## config.mk

```make
export PLATFORM = sky130hd
export DESIGN_NAME = axi_lite_master_bridge
export DESIGN_NICKNAME = d
export VERILOG_FILES = /design/src/rtl/axi_lite_master_bridge.sv
export SDC_FILE = /design/constraint.sdc
export NUM_CORES = 1
export LEC_CHECK = 0
export ABC_AREA = 1
export CAP_MARGIN = 20
export CORE_MARGIN = 2
export CORE_UTILIZATION = 40
export DETAILED_ROUTE_END_ITERATION = 10
export MAX_ROUTING_LAYER = met4
export PLACE_DENSITY = 0.89
export SLEW_MARGIN = 20
export SYNTH_ARGS = -nofsm -noshare
export SYNTH_HDL_FRONTEND = slang
export SYNTH_SLANG_ARGS = --single-unit
```

## constraint.sdc

```tcl
create_clock -name M_AXI_ACLK -period 1.8 [get_ports M_AXI_ACLK]
set_input_delay 0.18 -clock M_AXI_ACLK [delete_from_list [all_inputs] [get_ports M_AXI_ACLK]]
set_output_delay 0.18 -clock M_AXI_ACLK [all_outputs]
set_load 0.02 [all_outputs]
```

## src/rtl/axi_lite_master_bridge.sv

```systemverilog
// axi_lite_master_bridge: single-entry command/response front end driving AXI4-Lite reads and writes,
// with a response-wait timeout, stale-response draining and a saturating latency counter.
module axi_lite_master_bridge #(
  parameter int M_AXI_DATA_WIDTH = 32,
  parameter int M_AXI_ADDR_WIDTH = 32,
  parameter int TIMEOUT_CYCLES = 1024,
  parameter int CNT_WIDTH = 16
) (
  input  logic                          M_AXI_ACLK,
  input  logic                          M_AXI_ARESETN,
  input  logic                          cmd_valid,
  output logic                          cmd_ready,
  input  logic                          cmd_write,
  input  logic [M_AXI_ADDR_WIDTH-1:0]   cmd_addr,
  input  logic [M_AXI_DATA_WIDTH-1:0]   cmd_wdata,
  input  logic [M_AXI_DATA_WIDTH/8-1:0] cmd_wstrb,
  output logic                          rsp_valid,
  input  logic                          rsp_ready,
  output logic [M_AXI_DATA_WIDTH-1:0]   rsp_rdata,
  output logic [1:0]                    rsp_resp,
  output logic                          rsp_timeout,
  output logic [CNT_WIDTH-1:0]          rsp_cycles,
  output logic [M_AXI_ADDR_WIDTH-1:0]   M_AXI_AWADDR,
  output logic [2:0]                    M_AXI_AWPROT,
  output logic                          M_AXI_AWVALID,
  input  logic                          M_AXI_AWREADY,
  output logic [M_AXI_DATA_WIDTH-1:0]   M_AXI_WDATA,
  output logic [M_AXI_DATA_WIDTH/8-1:0] M_AXI_WSTRB,
  output logic                          M_AXI_WVALID,
  input  logic                          M_AXI_WREADY,
  input  logic [1:0]                    M_AXI_BRESP,
  input  logic                          M_AXI_BVALID,
  output logic                          M_AXI_BREADY,
  output logic [M_AXI_ADDR_WIDTH-1:0]   M_AXI_ARADDR,
  output logic [2:0]                    M_AXI_ARPROT,
  output logic                          M_AXI_ARVALID,
  input  logic                          M_AXI_ARREADY,
  input  logic [M_AXI_DATA_WIDTH-1:0]   M_AXI_RDATA,
  input  logic [1:0]                    M_AXI_RRESP,
  input  logic                          M_AXI_RVALID,
  output logic                          M_AXI_RREADY
);
  typedef enum logic [2:0] {IDLE, WR, WR_RESP, RD, RD_DATA, RSP} state_t;
  localparam int TW = TIMEOUT_CYCLES > 1 ? $clog2(TIMEOUT_CYCLES + 1) : 1;
  state_t state;
  logic [TW-1:0] wait_cnt;
  logic [CNT_WIDTH-1:0] cnt, cnt_inc;
  logic stale_b, stale_r, b_hs, r_hs, expired, clear_ok;
  assign M_AXI_AWPROT = 3'b000;
  assign M_AXI_ARPROT = 3'b000;
  assign cnt_inc = &cnt ? cnt : cnt + 1'b1;
  assign b_hs = M_AXI_BVALID && M_AXI_BREADY;
  assign r_hs = M_AXI_RVALID && M_AXI_RREADY;
  assign expired = TIMEOUT_CYCLES != 0 && int'(wait_cnt) + 1 == TIMEOUT_CYCLES;
  // A stale flag that is being drained on this very edge no longer blocks new commands.
  assign clear_ok = !(stale_b && !b_hs) && !(stale_r && !r_hs);
  always_ff @(posedge M_AXI_ACLK or negedge M_AXI_ARESETN)
    if (!M_AXI_ARESETN) begin
      state <= IDLE;
      cmd_ready <= 1'b0;
      rsp_valid <= 1'b0;
      rsp_rdata <= '0;
      rsp_resp <= '0;
      rsp_timeout <= 1'b0;
      rsp_cycles <= '0;
      M_AXI_AWADDR <= '0;
      M_AXI_AWVALID <= 1'b0;
      M_AXI_WDATA <= '0;
      M_AXI_WSTRB <= '0;
      M_AXI_WVALID <= 1'b0;
      M_AXI_BREADY <= 1'b0;
      M_AXI_ARADDR <= '0;
      M_AXI_ARVALID <= 1'b0;
      M_AXI_RREADY <= 1'b0;
      cnt <= '0;
      wait_cnt <= '0;
      stale_b <= 1'b0;
      stale_r <= 1'b0;
    end else begin
      if (stale_b && b_hs) begin
        stale_b <= 1'b0;
        M_AXI_BREADY <= 1'b0;
      end
      if (stale_r && r_hs) begin
        stale_r <= 1'b0;
        M_AXI_RREADY <= 1'b0;
      end
      case (state)
        IDLE:
          if (cmd_valid && cmd_ready) begin
            cmd_ready <= 1'b0;
            cnt <= '0;
            state <= cmd_write ? WR : RD;
            M_AXI_AWVALID <= cmd_write;
            M_AXI_WVALID <= cmd_write;
            M_AXI_ARVALID <= !cmd_write;
            M_AXI_AWADDR <= cmd_addr;
            M_AXI_ARADDR <= cmd_addr;
            M_AXI_WDATA <= cmd_wdata;
            M_AXI_WSTRB <= cmd_wstrb;
          end else cmd_ready <= clear_ok;
        WR: begin
          cnt <= cnt_inc;
          if (M_AXI_AWREADY) M_AXI_AWVALID <= 1'b0;
          if (M_AXI_WREADY) M_AXI_WVALID <= 1'b0;
          if ((!M_AXI_AWVALID || M_AXI_AWREADY) && (!M_AXI_WVALID || M_AXI_WREADY)) begin
            state <= WR_RESP;
            M_AXI_BREADY <= 1'b1;
            wait_cnt <= '0;
          end
        end
        WR_RESP: begin
          cnt <= cnt_inc;
          wait_cnt <= wait_cnt + 1'b1;
          if (M_AXI_BVALID || expired) begin
            state <= RSP;
            rsp_valid <= 1'b1;
            rsp_rdata <= '0;
            rsp_resp <= M_AXI_BVALID ? M_AXI_BRESP : 2'b10;
            rsp_timeout <= !M_AXI_BVALID;
            rsp_cycles <= cnt_inc;
            M_AXI_BREADY <= !M_AXI_BVALID;
            stale_b <= !M_AXI_BVALID;
          end
        end
        RD: begin
          cnt <= cnt_inc;
          if (M_AXI_ARREADY) begin
            M_AXI_ARVALID <= 1'b0;
            state <= RD_DATA;
            M_AXI_RREADY <= 1'b1;
            wait_cnt <= '0;
          end
        end
        RD_DATA: begin
          cnt <= cnt_inc;
          wait_cnt <= wait_cnt + 1'b1;
          if (M_AXI_RVALID || expired) begin
            state <= RSP;
            rsp_valid <= 1'b1;
            rsp_rdata <= M_AXI_RVALID ? M_AXI_RDATA : '0;
            rsp_resp <= M_AXI_RVALID ? M_AXI_RRESP : 2'b10;
            rsp_timeout <= !M_AXI_RVALID;
            rsp_cycles <= cnt_inc;
            M_AXI_RREADY <= !M_AXI_RVALID;
            stale_r <= !M_AXI_RVALID;
          end
        end
        RSP:
          if (rsp_ready) begin
            rsp_valid <= 1'b0;
            state <= IDLE;
            cmd_ready <= clear_ok;
          end
        default: state <= IDLE;
      endcase
    end
endmodule

```

Yosys cells after proc, flatten, opt, wreduce, memory -nomap -nowiden --
Index checks and enable logic that the tools add are counted.
Word-level totals: bits in registers 158, bits in latches 0, memory bits (writable) 0, memory bits (read-only) 0, input port bits 114, logic and storage cells 137, memories 0
Operators by class: $add $sub $neg 3, multipliers 0, divide/modulo/power cells 0, $lt $le $gt $ge 0, eq/ne operators 14, shift operators 0, muxes and demuxes 58, bitwise logic cells 0, reduce and logical (&&, ||, !) cells 43
Operators with widths (number):
- two-way mux 32 bit | 3
- two-way mux 16 bit | 4
- one-hot mux 16 bit (2 select lines) | 2
- one-hot mux 32 bit (2 select lines) | 1
- one-hot mux 11 bit (3 select lines) | 1
- two-way mux 1 bit | 24
- two-way mux 11 bit | 2
- two-way mux 3 bit | 6
- one-hot mux 3 bit (6 select lines) | 1
- adder 16 x 1 -> 16 bit (second input constant) | 1
- != test 2 bit (second input constant) | 8
- AND reduction 16 bit | 1
- AND reduction 3 bit | 5
- one-hot mux 1 bit (2 select lines) | 7
- adder 11 x 1 -> 12 bit (second input constant) | 1
- == test 12 x 11 -> 1 bit (second input constant) | 1
- adder 11 x 1 -> 11 bit (second input constant) | 1
- two-way mux 2 bit | 5
- nonzero test 2 bit | 5
- logical AND 1 bit | 9
- logical NOT 1 bit | 9
- == test 3 x 2 -> 1 bit (second input constant) | 2
- == test 3 bit (second input constant) | 2
- AND reduction 2 bit | 3
- 10 further kinds | 14

Logic depth before layout (Yosys ltp) --
word-level depth 7, gate-level depth with buffers 14, gate-level depth less buffers 13

Least setup slack after synthesis --
OpenSTA, ideal clock, no wires.
kind register to register, start reg wait_cnt[0], end reg rsp_cycles[6], setup time 0.117 ns, arrival 1.719 ns, data required time 1.683 ns, setup slack -0.036 ns, stages on the path, launching flop included 13, buffers on the path 2, clock period less this slack 1.836 ns, cell sequence dfrtp_1 ha_1 nand3_2 inv_1 nand2_1 xor2_1 nor2_2 nand3_2 nand3_2 buf_6 buf_6 nand4_1 nand2_1
On the way: longest elaborated chain between the ends 5
RTL lines:
- start, declared | line 46 | logic [TW-1:0] wait_cnt;
- start signal, assigned | line 114 | wait_cnt <= wait_cnt + 1'b1;
- start signal, assigned | line 137 | wait_cnt <= wait_cnt + 1'b1;
- adder 11 x 1 -> 12 bit (*) | line 54 | assign expired = TIMEOUT_CYCLES != 0 && int'(wait_cnt) + 1 == TIMEOUT_CYCLES;
- == test 12 x 11 -> 1 bit (*) | line 54
- logical OR 1 bit (on tied branches) | line 138, 115
- != test 2 bit (no line)
- AND reduction 3 bit (no line) (*)
- end signal, assigned | line 121 | rsp_cycles <= cnt_inc;
- end signal, assigned | line 144 | rsp_cycles <= cnt_inc;
- end, declared | line 22 | output logic [CNT_WIDTH-1:0] rsp_cycles,
Mark *: on every way between the ends. The rest lies on a longest branch, timed or not. A chain may end at the register's enable or synchronous reset.

Final worst setup path --
Ends and elaborated chain as after synthesis.

==> reports/results.txt <==
outcome: finished with violations
failing checks: setup timing
initial detailed-routing violation count: 427
Crit path max-delay family: simple AND/OR/NAND/NOR gates
Max Transition Viols Final: 0
CP Data Arrival Time: 2.24 ns
Reg clk slew, reported paths: 0.07 ns
P per Cell Area: 1740 nW/um2
VDD IR max: 1.05 mV
total power: 19.2 mW
Final Cell Area: 11,100 um2
Post-synth EDFFs: 0
initial antenna violation count: 0
Mapped Cells: 892
fraction of registers with async set/reset: 1.00
Layout area overhead: 50.4%
die area: 19,500 um2
accumulated negative setup slack: -5.16 ns
core area: 18,000 um2
critical path required time: 2.11 ns
Ys Warns: 0
Buf/Inv on CP: 2
global placer's final weighted congestion: 0.923
fill cell count: 1,441
vias in the first global route: 6,824
Mapped Area: 7350 um2
RSZ-0062 raised after global routing: yes
dpl hpwl: 15,900 um
WL/cell: 15.2 um
Reg power frac: 0.313
Clock Power Share: 0.181
row cnt: 49
DRC viols: 0
CP max stage delay: 0.42 ns
total number of vias: 6,878
final hold violations: 0
fin crit period: 1.93 ns
Crit. End Element: flip-flop
TritonRoute pass-1 iters: 6
crit path kind: flip-flop to flip-flop
htree depth: 4
synth unique cells: 36
DP Worst Slack: -0.163 ns
routed wire length: 21,400 um
DRT antenna net count: 0
hold slack: 0.259 ns
IO Count: 278
worst setup margin: -0.127 ns
post-synthesis average cell area: 8.24 um2
n_diodes: 0
Final Setup Violations: 55
Min-Delay Path Class: primary input to async pin
max-cap viol count: 0
sw frac: 0.420
Peak Freq: 519 MHz
Synth Register Bits: 158
leakage: 5.33 nW
first-pass GRT wire length: 34,600 um
global-route usage over all layers: 0.227
Clk Latency, worst-skew pair: 0.42 ns
register area share after synthesis: 0.538
fin nets: 1,284
placed cell area: 10,300 um2
Setup Skew: 0.00800 ns
Clock Tree Buf Depth: 2
area occupied by multi-input gates: 2820 um2
CP max-delay cell: dfrtp_2
clock sink count: 158
internal power: 11.1 mW
Initial Util: 0.408
clock tree root driver cell: clkbuf_16
Comb pwr share: 0.506
Die Wd: 140 um
ratio of cells with drive above 1 in the final layout: 0.113
period utilization: 1.07
worst path cell trace: ha_4, nand3_4, inv_2, nand2_1, xor2_1, nor2_2, nand3_4, nand3_2, nand3_4, buf_12, nand2_1, nand2_1
most frequent cells in the layout: nand2_1, clkdlybuf4s50_1, dfrtp_1
register area: 3960 um2
Die Ht: 140 um
port bufs: 271
Via density: 4.88
commonest non-fill, non-tap cell in the layout: nand2_1
Sw Pwr: 8.06 mW
critical path startpoint category: flip-flop
Worst Path Max Fanout: 45
largest net degree at the start of global routing: 51
GRT Residual Overflow: 0
total CTS buffers: 17
main flop type after synthesis: dfrtp_1
CTS tree: yes
## layout make-up
type / instances / area share
Timing Repair Buffer: 321 / 0.290
Inverter: 55 / 0.0189
Clock inverter: 15 / 0.0130
Clock buffer: 17 / 0.0385
Sequential cell: 158 / 0.358
Tap cell: 229 / 0.0259
Multi-Input combinational cell: 615 / 0.255
## path summary, 6_finish.rpt
check / cells past startpoint / slack (ns) / endpoint / start
min in group M_AXI_ACLK: 3 / 0.29 / M_AXI_WDATA[8] / cmd_wdata[8]
max in group asynchronous: 3 / 0.93 / rsp_rdata[13] / M_AXI_ARESETN
worst max register to register: 12 / -0.13 / rsp_cycles[6] / wait_cnt[0]
worst max-delay path: 12 / -0.13 / rsp_cycles[6] / wait_cnt[0]
worst min register to register: 2 / 0.47 / M_AXI_WDATA[29] / M_AXI_WDATA[29]
worst min-delay path: 2 / 0.26 / wait_cnt[0] / M_AXI_ARESETN
## synthesized netlist by cell type (all sizes together) (2+ instances only)
master	n	area (um2)
clkbuf	15	56.3
nor4	4	25.0
nand4	21	131
dfrtp	158	3950
a22o	2	17.5
ha	2	25.0
xor2	12	105
nand3	25	158
o21ai	40	204
a21oi	11	58.8
buf	54	433
nand2	436	1650
o22ai	4	25.0
nor2	38	183
nor3	10	77.6
inv	55	209
## power groups by stage
stage | Sequential, mW | Combinational, mW | Clock [mW]
after floorplan | 7.40 | 3.78 | 0
after global placement | 6.00 | 9.33 | 0
after detailed placement | 6.03 | 9.59 | 0
after CTS | 6.00 | 9.67 | 3.57
after global routing | 6.18 | 10.4 | 3.72
final | 6.01 | 9.70 | 3.47
## worst register-to-register path, stage by stage, from the launching register on
cell	delay, ns
dfrtp_2	0.42
ha_4	0.16
nand3_4	0.08
inv_2	0.07
nand2_1	0.06
xor2_1	0.18
nor2_2	0.16
nand3_4	0.12
nand3_2	0.13
nand3_4	0.09
buf_12	0.18
nand2_1	0.10
nand2_1	0.06
## repair_timing
action,4_1_cts,5_1_grt
pin swaps,2,6
cloned,0,0
hold buffers,1,0
buffers inserted,4,1
endpoints found under the hold margin,39,0
resized for setup,9,19
setup endpoints to repair,55,145
## kinds of logic after synthesis
logic type      share of synthesized area
compound gates                     0.0450
simple gates                        0.304
xor+xnor                           0.0143
other cells                      0.000510
buf+inv                            0.0950
flops                               0.538
fa+ha+maj                         0.00340
## flip-flops by register name (all words and copies together), names as in the netlist, 2 cells and up
register / count
rsp_cycles: 16
M_AXI_ARADDR: 32
M_AXI_WDATA: 32
M_AXI_WSTRB: 4
rsp_resp: 2
rsp_rdata: 32
cnt: 16
state: 3
wait_cnt: 11
## through the flow
stage                     instances   util
after floorplan                 897      -
after global placement         1372  0.574
after detailed placement       1372  0.574
after CTS                      1409  0.610
after global routing           1410  0.613
final                          1410  0.613
## metal layers
layer,part of all wire,wire length (um),GRT usage,vias to the layer above
met2,0.49,10500,0.366,281
li1,-,-,-,3314
met5,0,0,-,-
met4,0.027,578,0.0816,0
met1,0.41,8790,0.283,3249
met3,0.074,1580,0.0509,34
Power figures use the tool's default switching activity.
